## src/rtl/jstk_txn_scheduler_if.sv

```systemverilog
`default_nettype none
// ============================================================================
// Module   : jstk_txn_scheduler_if
// Brief    : Colour-request, PmodJSTK and position/status signal bundle for
//            the joystick transaction scheduler.
// Revision : 1.0
// ============================================================================
interface jstk_txn_scheduler_if;
    logic        color_req;
    logic [23:0] color_data;
    logic        color_ack;
    logic        snd_rec;
    logic [39:0] din;
    logic        ss;
    logic [39:0] dout;
    logic [9:0]  xpos;
    logic [9:0]  ypos;
    logic [2:0]  buttons;
    logic        data_valid;
    logic        busy;
    logic        timeout_err;

    // Scheduler side
    modport slave (
        input  color_req, color_data, ss, dout,
        output color_ack, snd_rec, din, xpos, ypos, buttons,
               data_valid, busy, timeout_err
    );

    // Requester / PmodJSTK / consumer side
    modport master (
        output color_req, color_data, ss, dout,
        input  color_ack, snd_rec, din, xpos, ypos, buttons,
               data_valid, busy, timeout_err
    );
endinterface
`default_nettype wire

```

## src/rtl/jstk_txn_scheduler.sv

```systemverilog
`default_nettype none
// ============================================================================
// Module   : jstk_txn_scheduler
// Brief    : Sequences PmodJSTK SPI transactions (periodic poll or colour
//            update), tracks SS to completion and decodes DOUT into X/Y/
//            button outputs. Define JSTK_SCHED_AVG_EN for two-sample X/Y
//            averaging.
// Revision : 1.0
// ============================================================================
module jstk_txn_scheduler #(
    parameter int CLK_HZ      = 12000000,
    parameter int POLL_HZ     = 10,
    parameter int TIMEOUT_CYC = 240000,
    parameter int GAP_CYC     = 12
) (
    input  wire logic           CLK,
    input  wire logic           RST,
    jstk_txn_scheduler_if.slave bus
);

    localparam int c_POLL_CYC = CLK_HZ / POLL_HZ;
    localparam int c_POLL_W   = (c_POLL_CYC > 1) ? $clog2(c_POLL_CYC) : 1;
    localparam int c_TO_W     = (TIMEOUT_CYC > 1) ? $clog2(TIMEOUT_CYC) : 1;
    localparam int c_GAP_W    = (GAP_CYC > 0) ? $clog2(GAP_CYC + 1) : 1;

    localparam logic [c_POLL_W-1:0] c_POLL_RELOAD = c_POLL_W'(c_POLL_CYC - 1);
    localparam logic [c_TO_W-1:0]   c_TO_LAST     = c_TO_W'(TIMEOUT_CYC - 1);
    localparam logic [c_GAP_W-1:0]  c_GAP_LAST    = c_GAP_W'(GAP_CYC);
    localparam logic [9:0]          c_MID         = 10'd512;
    localparam logic [7:0]          c_CMD_LED     = 8'h84;

    typedef enum logic [2:0] {
        ST_IDLE    = 3'd0,
        ST_START   = 3'd1,
        ST_XFER    = 3'd2,
        ST_CAPTURE = 3'd3,
        ST_GAP     = 3'd4
    } state_t;

    state_t                r_state;
    state_t                w_state_nxt;
    logic [c_POLL_W-1:0]   r_poll_cnt;
    logic                  r_poll_pend;
    logic [c_TO_W-1:0]     r_to_cnt;
    logic [c_GAP_W-1:0]    r_gap_cnt;
    logic                  r_ss_prev;
    logic [23:0]           r_color;
    logic                  r_color_ack;
    logic                  r_data_valid;
    logic                  r_timeout_err;
    logic [9:0]            r_xpos;
    logic [9:0]            r_ypos;
    logic [2:0]            r_buttons;

    logic                  w_poll_tick;
    logic                  w_to_hit;
    logic                  w_ss_rise;
    logic                  w_gap_done;
    logic                  w_take_color;
    logic                  w_leave_idle;
    logic                  w_capture;
    logic                  w_abort;
    logic [9:0]            w_x_raw;
    logic [9:0]            w_y_raw;
    logic                  w_unused;

    assign w_poll_tick = (r_poll_cnt == '0);
    assign w_to_hit    = (r_to_cnt == c_TO_LAST);
    assign w_ss_rise   = ~r_ss_prev & bus.ss;
    assign w_gap_done  = (r_gap_cnt == c_GAP_LAST);
    assign w_x_raw     = {bus.dout[9:8], bus.dout[23:16]};
    assign w_y_raw     = {bus.dout[25:24], bus.dout[39:32]};
    assign w_unused    = ^{bus.dout[31:26], bus.dout[15:10], bus.dout[7:3]};

    // Free-running poll timer; period is independent of transaction activity
    always_ff @(posedge CLK or posedge RST) begin
        if (RST) begin
            r_poll_cnt <= c_POLL_RELOAD;
        end else if (w_poll_tick) begin
            r_poll_cnt <= c_POLL_RELOAD;
        end else begin
            r_poll_cnt <= r_poll_cnt - 1'b1;
        end
    end

    // A tick coinciding with leaving IDLE must survive, hence tick wins
    always_ff @(posedge CLK or posedge RST) begin
        if (RST) begin
            r_poll_pend <= 1'b0;
        end else if (w_poll_tick) begin
            r_poll_pend <= 1'b1;
        end else if (w_leave_idle) begin
            r_poll_pend <= 1'b0;
        end
    end

    always_ff @(posedge CLK or posedge RST) begin
        if (RST) begin
            r_state <= ST_IDLE;
        end else begin
            r_state <= w_state_nxt;
        end
    end

    always_comb begin
        w_state_nxt  = r_state;
        w_take_color = 1'b0;
        w_leave_idle = 1'b0;
        w_capture    = 1'b0;
        w_abort      = 1'b0;
        case (r_state)
            ST_IDLE: begin
                if (bus.color_req) begin
                    w_take_color = 1'b1;
                    w_leave_idle = 1'b1;
                    w_state_nxt  = ST_START;
                end else if (r_poll_pend) begin
                    w_leave_idle = 1'b1;
                    w_state_nxt  = ST_START;
                end
            end
            ST_START: begin
                if (w_to_hit) begin
                    w_abort     = 1'b1;
                    w_state_nxt = ST_GAP;
                end else if (!bus.ss) begin
                    w_state_nxt = ST_XFER;
                end
            end
            ST_XFER: begin
                if (w_to_hit) begin
                    w_abort     = 1'b1;
                    w_state_nxt = ST_GAP;
                end else if (w_ss_rise) begin
                    w_state_nxt = ST_CAPTURE;
                end
            end
            ST_CAPTURE: begin
                w_capture   = 1'b1;
                w_state_nxt = ST_GAP;
            end
            ST_GAP: begin
                if (w_gap_done) begin
                    w_state_nxt = ST_IDLE;
                end
            end
            default: begin
                w_state_nxt = ST_IDLE;
            end
        endcase
    end

    // Timeout window spans START and XFER together
    always_ff @(posedge CLK or posedge RST) begin
        if (RST) begin
            r_to_cnt <= '0;
        end else if (w_leave_idle) begin
            r_to_cnt <= '0;
        end else if ((r_state == ST_START) || (r_state == ST_XFER)) begin
            r_to_cnt <= r_to_cnt + 1'b1;
        end
    end

    always_ff @(posedge CLK or posedge RST) begin
        if (RST) begin
            r_gap_cnt <= '0;
        end else if (r_state != ST_GAP) begin
            r_gap_cnt <= '0;
        end else begin
            r_gap_cnt <= r_gap_cnt + 1'b1;
        end
    end

    // SS idles high, so a reset value of 1 cannot fake a rising edge
    always_ff @(posedge CLK or posedge RST) begin
        if (RST) begin
            r_ss_prev <= 1'b1;
        end else begin
            r_ss_prev <= bus.ss;
        end
    end

    always_ff @(posedge CLK or posedge RST) begin
        if (RST) begin
            r_color       <= '0;
            r_color_ack   <= 1'b0;
            r_data_valid  <= 1'b0;
            r_timeout_err <= 1'b0;
        end else begin
            r_color_ack  <= w_take_color;
            r_data_valid <= w_capture;
            if (w_take_color) begin
                r_color <= bus.color_data;
            end
            if (w_abort) begin
                r_timeout_err <= 1'b1;
            end else if (w_capture) begin
                r_timeout_err <= 1'b0;
            end
        end
    end

`ifdef JSTK_SCHED_AVG_EN
    logic [9:0]  r_x_prev;
    logic [9:0]  r_y_prev;
    logic [10:0] w_x_sum;
    logic [10:0] w_y_sum;

    assign w_x_sum = {1'b0, r_x_prev} + {1'b0, w_x_raw};
    assign w_y_sum = {1'b0, r_y_prev} + {1'b0, w_y_raw};

    always_ff @(posedge CLK or posedge RST) begin
        if (RST) begin
            r_x_prev  <= c_MID;
            r_y_prev  <= c_MID;
            r_xpos    <= c_MID;
            r_ypos    <= c_MID;
            r_buttons <= '0;
        end else if (w_capture) begin
            r_x_prev  <= w_x_raw;
            r_y_prev  <= w_y_raw;
            r_xpos    <= w_x_sum[10:1];
            r_ypos    <= w_y_sum[10:1];
            r_buttons <= bus.dout[2:0];
        end
    end
`else
    always_ff @(posedge CLK or posedge RST) begin
        if (RST) begin
            r_xpos    <= c_MID;
            r_ypos    <= c_MID;
            r_buttons <= '0;
        end else if (w_capture) begin
            r_xpos    <= w_x_raw;
            r_ypos    <= w_y_raw;
            r_buttons <= bus.dout[2:0];
        end
    end
`endif

    // snd_rec decodes straight from state so an async reset drops it at once
    assign bus.snd_rec     = (r_state == ST_START);
    assign bus.busy        = (r_state != ST_IDLE);
    assign bus.din         = {c_CMD_LED, r_color, 8'h00};
    assign bus.color_ack   = r_color_ack;
    assign bus.data_valid  = r_data_valid;
    assign bus.timeout_err = r_timeout_err;
    assign bus.xpos        = r_xpos;
    assign bus.ypos        = r_ypos;
    assign bus.buttons     = r_buttons;

endmodule
`default_nettype wire

```

## src/flat_wrapper.sv

```systemverilog
// flat-port wrapper written by rule: the top's interface ports become plain ports
module jstk_txn_scheduler_flat 
#(
    parameter int CLK_HZ      = 12000000,
    parameter int POLL_HZ     = 10,
    parameter int TIMEOUT_CYC = 240000,
    parameter int GAP_CYC     = 12
)
  (CLK, RST, bus_color_req, bus_color_data, bus_ss, bus_dout, bus_color_ack, bus_snd_rec, bus_din, bus_xpos, bus_ypos, bus_buttons, bus_data_valid, bus_busy, bus_timeout_err);
  jstk_txn_scheduler_if bus_i ();
  input  wire logic CLK;
  input  wire logic RST;
  input wire logic [$bits(bus_i.color_req)-1:0] bus_color_req;
  input wire logic [$bits(bus_i.color_data)-1:0] bus_color_data;
  input wire logic [$bits(bus_i.ss)-1:0] bus_ss;
  input wire logic [$bits(bus_i.dout)-1:0] bus_dout;
  output wire logic [$bits(bus_i.color_ack)-1:0] bus_color_ack;
  output wire logic [$bits(bus_i.snd_rec)-1:0] bus_snd_rec;
  output wire logic [$bits(bus_i.din)-1:0] bus_din;
  output wire logic [$bits(bus_i.xpos)-1:0] bus_xpos;
  output wire logic [$bits(bus_i.ypos)-1:0] bus_ypos;
  output wire logic [$bits(bus_i.buttons)-1:0] bus_buttons;
  output wire logic [$bits(bus_i.data_valid)-1:0] bus_data_valid;
  output wire logic [$bits(bus_i.busy)-1:0] bus_busy;
  output wire logic [$bits(bus_i.timeout_err)-1:0] bus_timeout_err;
  assign bus_i.color_req = bus_color_req;
  assign bus_i.color_data = bus_color_data;
  assign bus_i.ss = bus_ss;
  assign bus_i.dout = bus_dout;
  assign bus_color_ack = bus_i.color_ack;
  assign bus_snd_rec = bus_i.snd_rec;
  assign bus_din = bus_i.din;
  assign bus_xpos = bus_i.xpos;
  assign bus_ypos = bus_i.ypos;
  assign bus_buttons = bus_i.buttons;
  assign bus_data_valid = bus_i.data_valid;
  assign bus_busy = bus_i.busy;
  assign bus_timeout_err = bus_i.timeout_err;
  jstk_txn_scheduler #(.CLK_HZ(CLK_HZ), .POLL_HZ(POLL_HZ), .TIMEOUT_CYC(TIMEOUT_CYC), .GAP_CYC(GAP_CYC)) u_core (.CLK(CLK), .RST(RST), .bus(bus_i));
endmodule
```

## config.mk

```make
export PLATFORM = sky130hd
export DESIGN_NAME = jstk_txn_scheduler_flat
export DESIGN_NICKNAME = d
export VERILOG_FILES = /design/src/rtl/jstk_txn_scheduler_if.sv /design/src/rtl/jstk_txn_scheduler.sv /design/src/flat_wrapper.sv
export SDC_FILE = /design/constraint.sdc
export NUM_CORES = 1
export LEC_CHECK = 0
export CORE_ASPECT_RATIO = 0.75
export CORE_MARGIN = 3
export CORE_UTILIZATION = 50
export DETAILED_ROUTE_END_ITERATION = 10
export PLACE_DENSITY_LB_ADDON = 0.2
export RECOVER_POWER = 25
export SYNTH_ARGS = -nofsm -noshare
export SYNTH_HDL_FRONTEND = slang
export SYNTH_SLANG_ARGS = --single-unit
```

## constraint.sdc

```tcl
create_clock -name CLK -period 5.3 [get_ports CLK]
set_clock_uncertainty 0.2 [all_clocks]
set_input_delay 0.795 -clock CLK [delete_from_list [all_inputs] [get_ports CLK]]
set_output_delay 0.795 -clock CLK [all_outputs]
set_load 0.05 [all_outputs]
```

==> results of run 1 <==
## cell families (layout without fill, tap and decap cells)
family	Yosys count	count (layout)
adders and majority gates	5	5
muxes	26	26
xor gates and xnor gates	22	22
and+or+nand+nor	202	202
AOI/OAI and AO/OA	36	36
DFF	98	98
other	2	16
buffers and inverters	42	130
## per-layer routing
layer / up-vias / routed length, um / share of wire [%]
met3: 12 / 706 / 7.1
met2: 97 / 4950 / 50
met4: 0 / 116 / 1.2
met1: 1665 / 4200 / 42
met5: - / 0 / 0
li1: 1652 / - / -
## stage by stage
stage / hold slack [ns] / utilization (%)
2_1_floorplan: 0.240 / -
3_3_place_gp: 0.248 / 64.5
3_5_place_dp: 0.255 / 64.5
4_1_cts: 0.267 / 67.7
5_1_grt: 0.277 / 67.7
6_report: 0.268 / 67.7
## worst min-delay path, stage by stage, from the launching register on
cell	delay (ns)
dfstp_2	0.37
nand2_1	0.05
nand2_1	0.05
## area by class of cell
| type | count | area, um^2 |
|---|---|---|
| clock inverters | 2 | 12.5 |
| flip-flops and latches | 98 | 2470 |
| clock buffers | 14 | 264 |
| inverters | 10 | 38.8 |
| fillers | 677 | 2780 |
| well taps | 108 | 135 |
| repair buffers | 104 | 1040 |
| multi-input cells | 307 | 1860 |
## where the power goes
group | internal, mW | switching, mW
sequential | 0.960 | 0.125
combinational | 0.529 | 1.04
clock | 0.344 | 0.259
total | 1.83 | 1.43
## sequential cells by signal, indices dropped and copies added, names as in the netlist
register,count
u_core.bus.xpos,10
u_core.r_color,24
u_core.bus.color_ack,1
u_core.bus.buttons,3
u_core.r_poll_pend,1
u_core.r_to_cnt,18
u_core.r_poll_cnt,21
u_core.bus.ypos,10
u_core.r_state,3
u_core.r_ss_prev,1
u_core.bus.data_valid,1
u_core.bus.timeout_err,1
u_core.r_gap_cnt,4
## placed cells by master, fill, tap and decap left out, drive strengths merged, types with 9 or more instances in the layout
cell	instances
nor4	10
or4	9
inv	9
xnor2	12
clkbuf	14
nand2	98
nor2	24
dfstp	17
mux2	24
dfrtp	81
clkdlybuf4s50	100
nand3	13
nand4	10
xor2	10
conb	16
a21oi	9
## cell usage after synthesis (3+ instances only)
cell type | number | area (um^2)
buf_4 | 16 | 120
nand2b_1 | 7 | 43.8
buf_2 | 4 | 20.0
xor2_1 | 10 | 87.6
nor3_1 | 6 | 30.0
nor2_1 | 24 | 90.1
o41ai_1 | 3 | 26.3
clkbuf_1 | 10 | 37.5
or4_1 | 7 | 52.6
nand3_1 | 13 | 65.1
o311ai_0 | 3 | 26.3
nand4_1 | 10 | 62.6
xnor2_1 | 12 | 105
nand2_1 | 98 | 368
dfrtp_1 | 81 | 2030
o21ai_0 | 4 | 20.0
nor4_1 | 9 | 56.3
dfstp_2 | 17 | 447
or2_2 | 3 | 18.8
inv_1 | 10 | 37.5
mux2_2 | 24 | 270
or3_1 | 4 | 25.0
o31ai_1 | 7 | 52.6
ha_1 | 5 | 62.6
a21oi_1 | 9 | 45.0
## final timing paths
kind | end | cells past startpoint | from
worst max-delay path | u_core.r_poll_cnt[2] | 3 | RST
worst min-delay path | u_core.bus.ypos[9] | 2 | u_core.bus.ypos[9]
worst max register to register | u_core.bus.ypos[9] | 5 | u_core.r_state[2]
worst min register to register | u_core.bus.ypos[9] | 2 | u_core.bus.ypos[9]
max in group CLK | bus_busy | 3 | u_core.r_state[2]
min in group asynchronous | u_core.bus.buttons[2] | 2 | RST
==> results.json, run 1 <==
{
  "status": "finished with violations",
  "violations": "max-capacitance violations, max-slew violations",
  "grt.total_usage_pct": 20.4,
  "cts_hold_buf": 0,
  "synth_edf_count": 0,
  "synth-main-ff-cell": "dfrtp_1",
  "cts_setup_buffers": 0,
  "synth_cell_types": 53,
  "place_ws_ns": 2.34,
  "final_layout_size_suffix_gt1_share_pct": 12.7,
  "ys_ff_latch": 98,
  "grt.busiest_layer": "met2",
  "slowest_delay_ns": 1.66,
  "rows": 29,
  "n_antenna_cell": 0,
  "synth_cells": 433,
  "cts_max_level": 3,
  "synth_xor_area_share_pct": 4.27,
  "clock_latency_ns": 0.34,
  "hold_viol": 0,
  "worstMarginPinSlew_ns": 2.95,
  "p_leak_nw": 2.51,
  "peakVddDrop_mv": 0.459,
  "detailed_place_hpwl_um": 7170,
  "min_period_ns": 3.41,
  "start_util_pct": 52.5,
  "setup_slack_ns": 1.89,
  "area_growth_pct": 29.0,
  "synth_area_um2": 4510,
  "met3_usage_pct": 8.54,
  "cts_resized": 0,
  "synth_fa_ha_area_share_pct": 1.39,
  "antenna_found_initial": 0,
  "hp-class": "reg2reg",
  "io_pins": 136,
  "drc_errors": 0,
  "viasPerCell": 5.33,
  "finalPower_mw": 3.26,
  "cp_data_arrival_time_ns": 3.65,
  "crit_family": "buffers and inverters",
  "power_density_nw_per_um2": 560,
  "max_freq_ghz": 0.293,
  "ys.warnings.count": 0,
  "final_cell_count_no_fill": 643,
  "rsz0062_at_grt": "false",
  "startpoint_type": "input pin",
  "cts_root_buf": "clkbuf_16",
  "dp.cells": 627,
  "synth_top_family_by_area": "simple AND/OR/NAND/NOR gates",
  "grt_max_degree": 69,
  "crit_buf_inv": 3,
  "fp.dieArea_um2": 10200,
  "slew_viol_final": 69,
  "dpl_cell_area_um2": 5540,
  "grt_pass1_wl_um": 16300,
  "avgSynthCellArea_um2": 10.4,
  "cp_max_fo": 68,
  "cts_made_buffers": 9,
  "use_met2_pct": 33.6,
  "gp_congestion": 0.844,
  "clk_path_buf_depth": 2,
  "tns_ns": 0,
  "global_route.usage.met1_pct": 25.4,
  "clk_pin_slew_worst_paths_ns": 0.06,
  "cp-end-kind": "asynchronous set/reset pin",
  "drv_cap": 1,
  "die_h_um": 88.3,
  "gr-total-overflow": 0,
  "synthMuxAreaShare_pct": 6.44,
  "clock-sinks": 98,
  "synthSimpleGateAreaFrac_pct": 22.2,
  "relSlewSlack_pct": -97.6,
  "cts_tree": "done",
  "coreArea_um2": 8600,
  "synth_compound_area_share_pct": 5.55,
  "avgRoutedWirePerCell_um": 15.5,
  "path_class": "in2async",
  "required_ns": 5.54,
  "crit_chain": "dlygate4sd3_1 -> clkinvlp_2 -> buf_4",
  "vias": 3426,
  "grt_pass1_vias": 3382,
  "r2r_setup_slack_ns": 2.49,
  "port_buffers": 102,
  "nets": 603,
  "seq_area_frac_synth_pct": 54.8,
  "ant_nets": 0,
  "finalCritPeriodShare_pct": 64.4,
  "final_area_um2": 5820,
  "crit_slowest_cell": "clkinvlp_2",
  "drtPass1Iterations": 4,
  "async_flop_share_pct": 100,
  "drt_iter0_drc": 161,
  "routed_wl_um": 9980,
  "finalSetupViolCount": 0,
  "die_w_um": 116
}
Note: power is estimated with default switching activity, not from simulation.
==> inputs of run 2 (changes only) <==
--- a/config.mk
+++ b/config.mk
@@ -7,7 +7,7 @@
 export LEC_CHECK = 0
 export CORE_ASPECT_RATIO = 0.75
 export CORE_MARGIN = 3
-export CORE_UTILIZATION = 50
+export CORE_UTILIZATION = 43
 export DETAILED_ROUTE_END_ITERATION = 10
 export PLACE_DENSITY_LB_ADDON = 0.2
 export RECOVER_POWER = 25
==> constraint.sdc (replaced) <==
create_clock -name CLK -period 2.86 [get_ports CLK]
set_clock_uncertainty 0.2 [all_clocks]
set_input_delay 0.429 -clock CLK [delete_from_list [all_inputs] [get_ports CLK]]
set_output_delay 0.429 -clock CLK [all_outputs]
set_load 0.05 [all_outputs]
==> run 2 against run 1 <==
  * The run now ends clean
  * Hold slack worse by 0.0089 ns
  * Sequential share of layout area is 0.92 points lower
  * Non-clock buffer count is 6 higher
  * Design area is 2.2% higher
  * First-iteration DRC count is 3.1% lower
  * Die area is 15% higher
==> results.json, run 2 (synthesis results as in run 1) <==
{
  "status": "finished clean",
  "cts_max_level": 3,
  "clk_path_buf_depth": 2,
  "crit_chain": "nor3_1 -> inv_1 -> clkdlybuf4s50_1",
  "worstMarginPinSlew_ns": 1.30,
  "place_ws_ns": 0.361,
  "startpoint_type": "flip-flop",
  "path_class": "reg2out",
  "antenna_found_initial": 0,
  "area_growth_pct": 31.9,
  "cts_resized": 0,
  "hold_start": "u_core.bus.ypos[9]",
  "required_ns": 2.23,
  "finalCritPeriodShare_pct": 96.0,
  "avgRoutedWirePerCell_um": 15.1,
  "hp-class": "reg2reg",
  "port_buffers": 102,
  "slew_viol_final": 0,
  "cp-end-kind": "primary output",
  "ant_nets": 0,
  "fp.dieArea_um2": 11800,
  "gp_congestion": 0.885,
  "vias": 3449,
  "crit_slowest_cell": "clkdlybuf4s50_1",
  "grt_pass1_wl_um": 16500,
  "min_to": "u_core.bus.ypos[9]",
  "cts_setup_buffers": 0,
  "rr_worst_depth": 4,
  "max_freq_ghz": 0.364,
  "die_h_um": 94.7,
  "drc_errors": 0,
  "grt_max_degree": 99,
  "clk_pin_slew_worst_paths_ns": 0.07,
  "regMostFlops": "u_core.r_color",
  "reg_top3": "u_core.r_color x24, u_core.r_poll_cnt x21, u_core.r_to_cnt x18",
  "cp_max_fo": 9,
  "finalSetupViolCount": 0,
  "grt_pass1_vias": 3303,
  "rsz0062_at_grt": "false",
  "power_frac_seq_pct": 32.0,
  "r2r_start": "u_core.r_poll_cnt[13]",
  "peakVddDrop_mv": 0.789,
  "die_w_um": 124,
  "detailed_place_hpwl_um": 7150,
  "relSlewSlack_pct": 13.3,
  "final_area_um2": 5950,
  "power_density_nw_per_um2": 1050,
  "final_cell_count_no_fill": 673,
  "layout_common_cells": "clkdlybuf4s50_1, nand2_1, dfrtp_1",
  "worst_r2r_endpoint": "u_core.r_poll_cnt[3]",
  "io_pins": 136,
  "dpl_cell_area_um2": 5630,
  "drtPass1Iterations": 6,
  "nets": 609,
  "viasPerCell": 5.12,
  "p_leak_nw": 2.56,
  "cts_made_buffers": 9,
  "mostFrequentLayoutCell": "clkdlybuf4s50_1",
  "rows": 31,
  "cts_hold_buf": 0,
  "routed_wl_um": 10200,
  "drt_iter0_drc": 156,
  "n_antenna_cell": 0,
  "coreArea_um2": 9930,
  "cts_tree": "done",
  "hold_viol": 0,
  "clock_latency_ns": 0.34,
  "r2r_setup_slack_ns": 0.60,
  "grt.total_usage_pct": 17.4,
  "holdWs_ns": 0.259,
  "nFillCells": 848,
  "largest_reg_flops": 24,
  "start_util_pct": 45.4,
  "finalPower_mw": 6.25,
  "final_layout_size_suffix_gt1_share_pct": 14.2,
  "final_core_util_pct": 59.9,
  "power.internal_mw": 3.57,
  "min_period_ns": 2.74,
  "cts_root_buf": "clkbuf_16",
  "clkPwrFrac_pct": 21.1,
  "p_sw_share_pct": 42.9,
  "dp.cells": 657,
  "setup_slack_ns": 0.115,
  "p_comb_share_pct": 47.0,
  "gr-total-overflow": 0,
  "clock-sinks": 98,
  "hold_depth": 2,
  "drv_cap": 0,
  "tns_ns": 0,
  "power_switching_mw": 2.68,
  "cp_data_arrival_time_ns": 2.12,
  "slowest_delay_ns": 0.72
}
## run 2: cell count changes in the layout (fill, tap and decap cells not counted)
cell and change:
clkbuf_1 -3, clkinvlp_2 -1, clkbuf_8 -1, buf_4 +5, bufinv_16 +2, clkbuf_4 +1, inv_6 +1, clkinvlp_4 +2
## run 2: power groups by stage
stage	Clock [mW]	Combinational [mW]	Sequential, mW
2_1_floorplan	0	0.796	3.20
3_3_place_gp	0	2.94	2.00
3_5_place_dp	0	2.97	2.02
4_1_cts	1.34	2.97	2.00
5_1_grt	1.40	3.10	2.06
6_report	1.32	2.93	2.00
## run 2: layout make-up
cell class / count / area (um^2) / share of cell area (%)
flip-flops and latches: 98 / 2470 / 41.6
multi-input cells: 307 / 1860 / 31.3
repair buffers: 110 / 1080 / 18.2
clock buffers: 10 / 239 / 4.02
well taps: 132 / 165 / 2.78
clock inverters: 6 / 88.8 / 1.49
inverters: 10 / 41.3 / 0.694
## run 2: routing by layer
layer	vias up	wire length (um)	share of wire (%)	global-route usage, %
met4	0	98	0.97	5.20
met1	1684	4460	44	22.8
met2	95	4780	47	26.9
li1	1660	-	-	-
met3	10	820	8.1	7.18
met5	-	0	0	0
## run 2: critical path: cells and delay by family (launching register included)
| kind | cells | cell delay, ns |
|---|---|---|
| DFF | 1 | 0.46 |
| and+or+nand+nor | 1 | 0.47 |
| buffers and inverters | 2 | 0.84 |
## run 2: worst max-delay path by stage
stage | to | cells after the start | from | slack, ns
6_report | bus_busy | 3 | u_core.r_state[0] | 0.12
5_1_grt | bus_busy | 3 | u_core.r_state[0] | 0.004
4_1_cts | bus_busy | 3 | u_core.r_state[0] | 0.12
3_5_place_dp | u_core.r_to_cnt[16] | 5 | bus_color_req | 0.36
3_3_place_gp | u_core.r_to_cnt[16] | 5 | bus_color_req | 0.36
2_1_floorplan | u_core.r_poll_cnt[18] | 6 | u_core.r_poll_cnt[0] | 0.68
